### src/rtl/branch_predictor_if.sv
`default_nettype none
// ============================================================================
// Module      : branch_predictor_if
// Description : Lookup, resolve and statistics signals between the core
//               (master) and the branch predictor (slave).
// Revision    : 1.0 - initial release
// ============================================================================
interface branch_predictor_if #(
    parameter int WIDTH      = 32,
    parameter int GHIST_BITS = 0,
    parameter int STAT_BITS  = 16
);
    localparam int c_HIST_W = (GHIST_BITS > 0) ? GHIST_BITS : 1;

    // Fetch-stage lookup
    logic [WIDTH-1:0]    pc_f;
    logic                pred_taken_f;
    logic [WIDTH-1:0]    pred_target_f;
    logic [c_HIST_W-1:0] ghist_f;

    // Decode-stage resolution
    logic                upd_en;
    logic [WIDTH-1:0]    upd_pc;
    logic [c_HIST_W-1:0] upd_ghist;
    logic                upd_taken;
    logic [WIDTH-1:0]    upd_target;
    logic                upd_pred_taken;
    logic [WIDTH-1:0]    upd_pred_target;
    logic                mispredict_d;

    // Statistics
    logic [STAT_BITS-1:0] branch_count;
    logic [STAT_BITS-1:0] mispredict_count;

    modport master (
        output pc_f, upd_en, upd_pc, upd_ghist, upd_taken, upd_target,
               upd_pred_taken, upd_pred_target,
        input  pred_taken_f, pred_target_f, ghist_f, mispredict_d,
               branch_count, mispredict_count
    );

    modport slave (
        input  pc_f, upd_en, upd_pc, upd_ghist, upd_taken, upd_target,
               upd_pred_taken, upd_pred_target,
        output pred_taken_f, pred_target_f, ghist_f, mispredict_d,
               branch_count, mispredict_count
    );
endinterface
`default_nettype wire

### src/rtl/branch_predictor.sv
`default_nettype none
// ============================================================================
// Module      : branch_predictor
// Description : Tagged direct-mapped BTB with saturating-counter PHT;
//               bimodal when GHIST_BITS=0, gshare otherwise.
// Revision    : 1.0 - initial release
// ============================================================================
module branch_predictor #(
    parameter int WIDTH      = 32,
    parameter int IDX_BITS   = 6,
    parameter int TAG_BITS   = 8,
    parameter int CTR_BITS   = 2,
    parameter int GHIST_BITS = 0,
    parameter int STAT_BITS  = 16
) (
    input  logic              clk,
    input  logic              reset,
    branch_predictor_if.slave bp
);
    localparam int c_ENTRIES = 1 << IDX_BITS;
    localparam int c_HIST_W  = (GHIST_BITS > 0) ? GHIST_BITS : 1;
    localparam int c_TAG_LSB = IDX_BITS + 2;

    localparam logic [CTR_BITS-1:0] c_CTR_MAX = {CTR_BITS{1'b1}};
    localparam logic [CTR_BITS-1:0] c_CTR_WT  = CTR_BITS'(1 << (CTR_BITS - 1));
    localparam logic [CTR_BITS-1:0] c_CTR_WNT = CTR_BITS'((1 << (CTR_BITS - 1)) - 1);
    localparam logic [STAT_BITS-1:0] c_STAT_MAX = {STAT_BITS{1'b1}};

    // Table storage
    logic                r_valid  [c_ENTRIES];
    logic [TAG_BITS-1:0] r_tag    [c_ENTRIES];
    logic [WIDTH-1:0]    r_target [c_ENTRIES];
    logic [CTR_BITS-1:0] r_ctr    [c_ENTRIES];

    logic [c_HIST_W-1:0]  w_ghist;
    logic [IDX_BITS-1:0]  w_lk_idx;
    logic [IDX_BITS-1:0]  w_up_idx;
    logic [TAG_BITS-1:0]  w_lk_tag;
    logic [TAG_BITS-1:0]  w_up_tag;
    logic                 w_lk_hit;
    logic                 w_up_hit;
    logic [CTR_BITS-1:0]  w_up_ctr;
    logic                 w_mispredict;
    logic [STAT_BITS-1:0] r_branch_count;
    logic [STAT_BITS-1:0] r_mispredict_count;

    // Bits of the PCs outside the index/tag fields are intentionally ignored.
    logic w_unused_bits;
    assign w_unused_bits = ^{bp.pc_f, bp.upd_pc, bp.upd_ghist};

    // Global history is non-speculative: it only shifts on resolved branches.
    if (GHIST_BITS > 1) begin : g_hist_multi
        logic [GHIST_BITS-1:0] r_ghist;
        always_ff @(posedge clk) begin
            if (reset) begin
                r_ghist <= '0;
            end else if (bp.upd_en) begin
                r_ghist <= {r_ghist[GHIST_BITS-2:0], bp.upd_taken};
            end
        end
        assign w_ghist = r_ghist;
    end else if (GHIST_BITS == 1) begin : g_hist_single
        logic r_ghist;
        always_ff @(posedge clk) begin
            if (reset) begin
                r_ghist <= 1'b0;
            end else if (bp.upd_en) begin
                r_ghist <= bp.upd_taken;
            end
        end
        assign w_ghist = r_ghist;
    end else begin : g_hist_none
        assign w_ghist = '0;
    end

    if (GHIST_BITS > 0) begin : g_idx_gshare
        assign w_lk_idx = bp.pc_f[IDX_BITS+1:2]   ^ IDX_BITS'(w_ghist);
        assign w_up_idx = bp.upd_pc[IDX_BITS+1:2] ^ IDX_BITS'(bp.upd_ghist);
    end else begin : g_idx_bimodal
        assign w_lk_idx = bp.pc_f[IDX_BITS+1:2];
        assign w_up_idx = bp.upd_pc[IDX_BITS+1:2];
    end

    assign w_lk_tag = bp.pc_f[c_TAG_LSB +: TAG_BITS];
    assign w_up_tag = bp.upd_pc[c_TAG_LSB +: TAG_BITS];

    // Lookup reads the registered table only, so a same-cycle update is not visible.
    assign w_lk_hit         = r_valid[w_lk_idx] && (r_tag[w_lk_idx] == w_lk_tag);
    assign bp.pred_taken_f  = w_lk_hit & r_ctr[w_lk_idx][CTR_BITS-1];
    assign bp.pred_target_f = w_lk_hit ? r_target[w_lk_idx] : '0;
    assign bp.ghist_f       = w_ghist;

    assign w_up_hit = r_valid[w_up_idx] && (r_tag[w_up_idx] == w_up_tag);
    assign w_up_ctr = r_ctr[w_up_idx];

    always_ff @(posedge clk) begin
        if (reset) begin
            for (int i = 0; i < c_ENTRIES; i++) begin
                r_valid[i]  <= 1'b0;
                r_tag[i]    <= '0;
                r_target[i] <= '0;
                r_ctr[i]    <= c_CTR_WNT;
            end
        end else if (bp.upd_en) begin
            if (w_up_hit) begin
                if (bp.upd_taken) begin
                    r_target[w_up_idx] <= bp.upd_target;
                    if (w_up_ctr != c_CTR_MAX) begin
                        r_ctr[w_up_idx] <= w_up_ctr + CTR_BITS'(1);
                    end
                end else if (w_up_ctr != '0) begin
                    r_ctr[w_up_idx] <= w_up_ctr - CTR_BITS'(1);
                end
            end else if (bp.upd_taken) begin
                // Taken miss evicts whatever occupies the slot.
                r_valid[w_up_idx]  <= 1'b1;
                r_tag[w_up_idx]    <= w_up_tag;
                r_target[w_up_idx] <= bp.upd_target;
                r_ctr[w_up_idx]    <= c_CTR_WT;
            end
        end
    end

    assign w_mispredict = bp.upd_en &
                          ((bp.upd_taken != bp.upd_pred_taken) |
                           (bp.upd_taken & bp.upd_pred_taken &
                            (bp.upd_target != bp.upd_pred_target)));
    assign bp.mispredict_d = w_mispredict;

    always_ff @(posedge clk) begin
        if (reset) begin
            r_branch_count     <= '0;
            r_mispredict_count <= '0;
        end else begin
            if (bp.upd_en && (r_branch_count != c_STAT_MAX)) begin
                r_branch_count <= r_branch_count + STAT_BITS'(1);
            end
            if (w_mispredict && (r_mispredict_count != c_STAT_MAX)) begin
                r_mispredict_count <= r_mispredict_count + STAT_BITS'(1);
            end
        end
    end

    assign bp.branch_count     = r_branch_count;
    assign bp.mispredict_count = r_mispredict_count;
endmodule
`default_nettype wire

### src/flat_wrapper.sv
// flat-port wrapper written by rule: the top's interface ports become plain ports
module branch_predictor_flat 
#(
    parameter int WIDTH      = 32,
    parameter int IDX_BITS   = 6,
    parameter int TAG_BITS   = 8,
    parameter int CTR_BITS   = 2,
    parameter int GHIST_BITS = 0,
    parameter int STAT_BITS  = 16
)
  (clk, reset, bp_pc_f, bp_upd_en, bp_upd_pc, bp_upd_ghist, bp_upd_taken, bp_upd_target, bp_upd_pred_taken, bp_upd_pred_target, bp_pred_taken_f, bp_pred_target_f, bp_ghist_f, bp_mispredict_d, bp_branch_count, bp_mispredict_count);
  branch_predictor_if #(.WIDTH(WIDTH), .GHIST_BITS(GHIST_BITS), .STAT_BITS(STAT_BITS)) bp_i ();
  input  logic clk;
  input  logic reset;
  input wire logic [$bits(bp_i.pc_f)-1:0] bp_pc_f;
  input wire logic [$bits(bp_i.upd_en)-1:0] bp_upd_en;
  input wire logic [$bits(bp_i.upd_pc)-1:0] bp_upd_pc;
  input wire logic [$bits(bp_i.upd_ghist)-1:0] bp_upd_ghist;
  input wire logic [$bits(bp_i.upd_taken)-1:0] bp_upd_taken;
  input wire logic [$bits(bp_i.upd_target)-1:0] bp_upd_target;
  input wire logic [$bits(bp_i.upd_pred_taken)-1:0] bp_upd_pred_taken;
  input wire logic [$bits(bp_i.upd_pred_target)-1:0] bp_upd_pred_target;
  output wire logic [$bits(bp_i.pred_taken_f)-1:0] bp_pred_taken_f;
  output wire logic [$bits(bp_i.pred_target_f)-1:0] bp_pred_target_f;
  output wire logic [$bits(bp_i.ghist_f)-1:0] bp_ghist_f;
  output wire logic [$bits(bp_i.mispredict_d)-1:0] bp_mispredict_d;
  output wire logic [$bits(bp_i.branch_count)-1:0] bp_branch_count;
  output wire logic [$bits(bp_i.mispredict_count)-1:0] bp_mispredict_count;
  assign bp_i.pc_f = bp_pc_f;
  assign bp_i.upd_en = bp_upd_en;
  assign bp_i.upd_pc = bp_upd_pc;
  assign bp_i.upd_ghist = bp_upd_ghist;
  assign bp_i.upd_taken = bp_upd_taken;
  assign bp_i.upd_target = bp_upd_target;
  assign bp_i.upd_pred_taken = bp_upd_pred_taken;
  assign bp_i.upd_pred_target = bp_upd_pred_target;
  assign bp_pred_taken_f = bp_i.pred_taken_f;
  assign bp_pred_target_f = bp_i.pred_target_f;
  assign bp_ghist_f = bp_i.ghist_f;
  assign bp_mispredict_d = bp_i.mispredict_d;
  assign bp_branch_count = bp_i.branch_count;
  assign bp_mispredict_count = bp_i.mispredict_count;
  branch_predictor #(.WIDTH(WIDTH), .IDX_BITS(IDX_BITS), .TAG_BITS(TAG_BITS), .CTR_BITS(CTR_BITS), .GHIST_BITS(GHIST_BITS), .STAT_BITS(STAT_BITS)) u_core (.clk(clk), .reset(reset), .bp(bp_i));
endmodule
### config.mk
export PLATFORM = sky130hd
export DESIGN_NAME = branch_predictor_flat
export DESIGN_NICKNAME = d
export VERILOG_FILES = /design/src/rtl/branch_predictor_if.sv /design/src/rtl/branch_predictor.sv /design/src/flat_wrapper.sv
export SDC_FILE = /design/constraint.sdc
export NUM_CORES = 2
export LEC_CHECK = 0
export ABC_AREA = 1
export BUFFER_PORTS_ARGS = -buffer_cell sky130_fd_sc_hd__buf_2
export CAP_MARGIN = 30
export CORE_UTILIZATION = 40
export CTS_BUF_LIST = sky130_fd_sc_hd__clkbuf_16
export CTS_CLUSTER_DIAMETER = 60
export DETAILED_ROUTE_END_ITERATION = 6
export PLACE_DENSITY = 0.59
export SYNTH_ARGS = -nofsm -noshare
export SYNTH_HDL_FRONTEND = slang
export SYNTH_SLANG_ARGS = --single-unit
### constraint.sdc
create_clock -name clk -period 6.4 [get_ports clk]
set_input_delay 0.96 -clock clk [delete_from_list [all_inputs] [get_ports clk]]
set_output_delay 0.96 -clock clk [all_outputs]
set_load 0.03 [all_outputs]
---- Word-level counts from Yosys, hierarchy flattened ----
Memories as Yosys holds them, arrays and structs flattened.
Index checks and enable logic that the tools add are counted.
cells by class
  add/subtract/negate cells ............... 4
  muxes and demuxes ....................... 39
  reduce and logical (&&, ||, !) cells .... 9
  equality and inequality tests ........... 7
  bitwise operators ....................... 8
operators by type and width
  operator               count
  $mux 32                3
  $add 16x1->16 const B  2
  $ne 16x16->1 const B   2
  $ne 32x32->1           1
  $reduce_or 32->1       1
  $mux 1                 28
  $mux 6                 4
  $eq 8x8->1             2
  $mux 8                 1
  $reduce_or 8->1        1
  $mux 2                 3
  $and 1x1->1            4
  $logic_and 1x1->1      4
  $or 1x1->1             4
  $add 2x1->2 const B    1
  $ne 2x2->1 const B     1
  $reduce_bool 2->1      1
  $reduce_or 2->1        1
  $sub 2x1->2 const B    1
  $ne 1x1->1             1
  $reduce_or 1->1        1
storage, ports and cells
  word-level logic and storage cells ...... 73
  memories ................................ 4
  register bits after elaboration ......... 32
  memory bits (writable) .................. 2752
memories
  name             depth  bits a word  rd ports  clocked after Yosys merged registers in  write ports  RTL line                source
  u_core.r_target  64     32           1         0                                        64           branch_predictor.sv:32  logic [WIDTH-1:0] r_target [c_ENTRIES];
  u_core.r_tag     64     8            2         0                                        64           branch_predictor.sv:31  logic [TAG_BITS-1:0] r_tag [c_ENTRIES];
  u_core.r_ctr     64     2            2         0                                        64           branch_predictor.sv:33  logic [CTR_BITS-1:0] r_ctr [c_ENTRIES];
  u_core.r_valid   64     1            2         0                                        64           branch_predictor.sv:30  logic r_valid [c_ENTRIES];

---- Depth between registers and ports, before layout ----
An unclocked memory read counts as a cell.
  word-level depth ........................ 12
  gate-level depth with buffers ........... 25

---- Least setup slack after synthesis ----
No wires, ideal clock.
  path kind ............................... in2out
  start point ............................. input port bp_pc_f[2]
  end point ............................... output port bp_pred_target_f[17]
  stages on the path ...................... 13
  arrival time ............................ 3409 ps
  setup slack ............................. 2031 ps
  path buffers ............................ 5
  path through ............................ inv_1 buf_4 buf_4 buf_2 clkbuf_1 clkbuf_1 nand2_1 a32o_1 o21ai_0 o221ai_1 o311ai_0 nand2_1 nor3_1
between the ends
  cells in the longest elaborated chain, start to end .. 4
  elaborated cells between the ends (all ways) .. 6
  classes of those cells .................. eq/ne: 1; mux: 1; reduce/logical: 1; memory: 3
RTL lines
  item               RTL line                source
  from (decl)        flat_wrapper.sv:15      input wire logic [$bits(bp_i.pc_f)-1:0] bp_pc_f;
  $mem_v2 64x8       --
  $eq 8x8->1         branch_predictor.sv:88  assign w_lk_hit = r_valid[w_lk_idx] && (r_tag[w_lk_idx] == w_lk_tag);
  $logic_and 1x1->1  branch_predictor.sv:88
  $mux 32 *          branch_predictor.sv:90  assign bp.pred_target_f = w_lk_hit ? r_target[w_lk_idx] : '0;
  to (decl)          flat_wrapper.sv:24      output wire logic [$bits(bp_i.pred_target_f)-1:0] bp_pred_target_f;
Mark *: on every way between the ends. The rest lies on a longest branch, timed or not.

---- Final worst setup path ----
  start point ............................. input port bp_pc_f[2]
  end point ............................... output port bp_pred_target_f[27]
Same word-level chain as after synthesis.

==> impl_metrics.env <==
export IMPL_reg2reg_setup_slack_ns=2.41
export IMPL_wl_per_cell_microns=26.14
export IMPL_endpoint_kind="output port"
export IMPL_hold_buffers=0
export IMPL_ant_nets=0
export IMPL_synth_edf_count=2688
export IMPL_syn_to_final_growth_pct=11.91
export IMPL_async_flop_share_pct=0
export IMPL_violations="DRC"
export IMPL_core_area_sq_um=328200
export IMPL_min_path_type="in2reg"
export IMPL_power_switching_w=0.01076
export IMPL_p_int_w=0.03117
export IMPL_syn_instance_count=13655
export IMPL_whs_path_depth=2
export IMPL_swShare_pct=25.67
export IMPL_die_width_microns=577.1
export IMPL_rows=210
export IMPL_finalSetupViolations=0
export IMPL_setup_slack_ns=0.4958
export IMPL_ir_worst_vdd_v=0.0002288
export IMPL_clockBufferDepth=4
export IMPL_timing_max_cap_violations=0
export IMPL_crit_arrival_ns=4.94
export IMPL_dieArea_sq_um=333000
export IMPL_gr_total_overflow=0
export IMPL_worstPathMaxFanout=104
export IMPL_die_h_microns=577.1
export IMPL_worst_pin_slew_ns=1.086
export IMPL_num_vias=104978
export IMPL_drc=2
export IMPL_slowest_stage="o311ai_0"
export IMPL_post_route_period_util_pct=92.25
export IMPL_start_util_pct=40.31
export IMPL_crit_path_frequent_cell="buf_12"
export IMPL_antenna_found_initial=14
export IMPL_r2r_start="u_core.r_tag[0][3]"
export IMPL_track_usage_pct=27.38
export IMPL_htree_levels=5
export IMPL_power_total_w=0.04193
export IMPL_whs_endpoint="u_core.bp.mispredict_count[14]"
export IMPL_place_congestion=0.9286
export IMPL_ys_flop_type="edfxtp_1"
export IMPL_io_pins=201
export IMPL_ys_types=53
export IMPL_routed_wl_microns=469500
export IMPL_postCtsSetupBuffers=0
export IMPL_fin_crit_ns=5.904
export IMPL_clk_latency_ns=0.88
export IMPL_post_place_ws_ns=0.5979
export IMPL_r2r_end="u_core.r_tag[32][1]"
export IMPL_clockPowerShare_pct=39.9
export IMPL_ff2ff_path_depth=16
export IMPL_ys_seq_area_share_pct=62.47
export IMPL_holdWs_ns=0.4640
export IMPL_critical_path_required_ns=5.44
export IMPL_yosysWarnings=0
export IMPL_drv_slew=0
export IMPL_syn_area_sq_um=132300
export IMPL_first_iter_violations=13839
export IMPL_seq_power_share_pct=50.2
export IMPL_clock_sinks=2784
export IMPL_grt_max_degree=163
export IMPL_syn_avg_cell_area_sq_um=9.688
export IMPL_crit_path_start_kind="primary input"
export IMPL_clockRootBuffer="clkbuf_16"
export IMPL_path_clk_slew_ns=0.06
export IMPL_postPlaceCellArea_sq_um=138700
export IMPL_rsz0062_at_grt="false"
export IMPL_synth_fp_nets=13792
export IMPL_status="finished, violations left"
export IMPL_setup_tns_ns=0
export IMPL_relSlewSlack_pct=26.66
export IMPL_first_pass_iters=7
export IMPL_hpwl_microns=280000
export IMPL_ctsResizeCount=0
export IMPL_grt_pass1_wl_microns=673700
export IMPL_skew_ns=0.05619
export IMPL_io_buffers=162
export IMPL_stdcell_area_sq_um=148000
export IMPL_cts_tree="done"
export IMPL_nets=13513
export IMPL_maxClockFrequency_mhz=169.4
export IMPL_worstHoldStart="reset"
export IMPL_p_per_area_nw_per_um2=283.2
export IMPL_via_per_inst=5.845
export IMPL_cpPeakStageDelay_ns=0.90
export IMPL_power_static_leakage_nw=55.09
export IMPL_hold_viol=0
export IMPL_grt_pass1_vias=96734
export IMPL_drive_gt1_share_pct=10.02
export IMPL_ys_seq_elements=2784
export IMPL_path_cells="buf_8 -> buf_12 -> buf_12 -> nor2_1 -> o221ai_1 -> a21oi_1 -> o311ai_0 -> nand2_1 -> nor3_1 -> buf_2"
export IMPL_worstSetupPathType="in2out"
export IMPL_p_comb_share_pct=9.8
export IMPL_cts_made_buffers=304
## Yosys cell counts, types with 4 or more instances
cell type	n	area, sq um
o311ai_0	113	989.7
nor3_1	62	310.3
nand3_1	476	2382
nand3_2	5	50.05
buf_8	8	120.1
xnor2_1	25	219.0
nor2_1	3316	12450
o21a_1	7	52.55
a221oi_1	251	2198
or2_1	15	93.84
o221ai_1	236	2067
a21oi_2	50	437.9
edfxtp_1	2688	80720
buf_1	65	244.0
or2_0	10	62.56
a32o_1	30	300.3
buf_2	228	1141
o21ai_0	940	4705
a21oi_1	801	4009
nand3b_1	5	37.54
nor2_2	4	25.02
nand2_1	2441	9163
inv_1	434	1629
buf_4	32	240.2
clkbuf_1	898	3371
o22ai_1	52	325.3
nand4_1	29	181.4
o21ai_1	64	320.3
dfxtp_1	96	1922
nor4_1	5	31.28
buf_6	21	236.5
o211ai_1	61	457.9
inv_2	29	108.9
nand2_2	41	256.5
nand3_4	50	875.8
or2_2	17	106.4
xor2_1	12	105.1
nand2_4	11	123.9
## state kept, by name (all words and copies together), names as in the netlist
signal	flops
u_core.r_tag	512
u_core.r_valid	64
u_core.r_ctr	128
u_core.r_target	2048
u_core.bp.mispredict_count	16
u_core.bp.branch_count	16
## layer usage
metal | vias up | share of wire [%] | GRT usage [%]
met5 | - | 0.0019 | 0
met4 | 2 | 6.0 | 15.23
met3 | 957 | 10 | 4.762
met2 | 5844 | 45 | 42.19
met1 | 51546 | 39 | 36.68
li1 | 46629 | - | -
## final cells by class
type	count	area, sq um
repair buffers	667	6135
flip-flops and latches	2784	82640
fillers	30829	180100
inverters	467	1826
diodes	7	17.52
clock inverters	223	1330
multi-input cells	9152	42790
clock buffers	314	7858
well taps	4346	5438
## logic make-up (layout without fill, tap and decap cells)
kind of cell,count (synthesis),in the layout,share of synthesized area [%]
and+or+nand+nor,6490,6490,19.79
DFF,2784,2784,62.47
AOI/OAI and AO/OA,2621,2621,12.09
buffers and inverters,1719,1671,5.373
xor gates and xnor gates,37,37,0.2450
adders and majority gates,3,3,0.02838
other,1,8,0.002835
## worst max-delay path: cells and delay by family
kind	cells	cell delay [ns]
buffers and inverters	4	1.48
AOI/OAI and AO/OA	3	1.45
and+or+nand+nor	3	0.88
## worst max-delay path by stage
stage / depth (start not counted) / start / slack, ns / end
finish: 10 / bp_pc_f[2] / 0.50 / bp_pred_target_f[27]
global route: 17 / bp_pc_f[2] / 0.44 / bp_pred_target_f[2]
CTS: 11 / bp_pc_f[2] / 0.60 / bp_pred_target_f[27]
detailed placement: 11 / bp_pc_f[2] / 0.60 / bp_pred_target_f[27]
global placement: 11 / bp_pc_f[2] / 0.58 / bp_pred_target_f[27]
floorplan: 13 / bp_pc_f[2] / 2.03 / bp_pred_target_f[17]
## through the flow
stage / util [%] / std cells
final: 45.11 / 17960
after global routing: 45.10 / 17955
after CTS: 45.08 / 17949
after detailed placement: 42.28 / 17412
after global placement: 41.94 / 17355
after floorplan: - / 13655
## power by group through the flow
stage                     clock (W)  combinational, W  sequential [W]
final                        0.0167           0.00413          0.0211
after global routing         0.0175           0.00435          0.0211
after CTS                    0.0168           0.00405          0.0211
after detailed placement          0           0.00404          0.0214
after global placement            0           0.00393          0.0214
after floorplan                   0           0.00230          0.0214
## placed cells by master (no fill, tap or decap), types with 12 or more instances in the layout
cell	netlist	routed
nor2_1	3316	3315
edfxtp_1	2688	2688
nand2_1	2441	2371
o21ai_0	940	940
a21oi_1	801	801
inv_1	434	496
nand3_1	476	475
buf_4	32	389
clkbuf_16	0	314
a221oi_1	251	251
o221ai_1	236	236
buf_2	228	159
nand2_2	41	110
o311ai_0	113	101
dfxtp_1	96	96
buf_12	0	95
clkinv_1	3	72
o21ai_1	64	64
o211ai_1	61	61
clkinv_2	0	58
nor3_1	62	54
o22ai_1	52	52
nand3_4	50	50
a21oi_2	50	50
a32o_1	30	30
nand4_1	29	29
inv_2	29	26
xnor2_1	25	25
or2_2	17	17
or2_1	15	15
buf_16	0	14
bufinv_16	0	13
xor2_1	12	12
o311ai_1	0	12
nand2_4	11	12
Note: power is estimated with default switching activity, not from simulation.
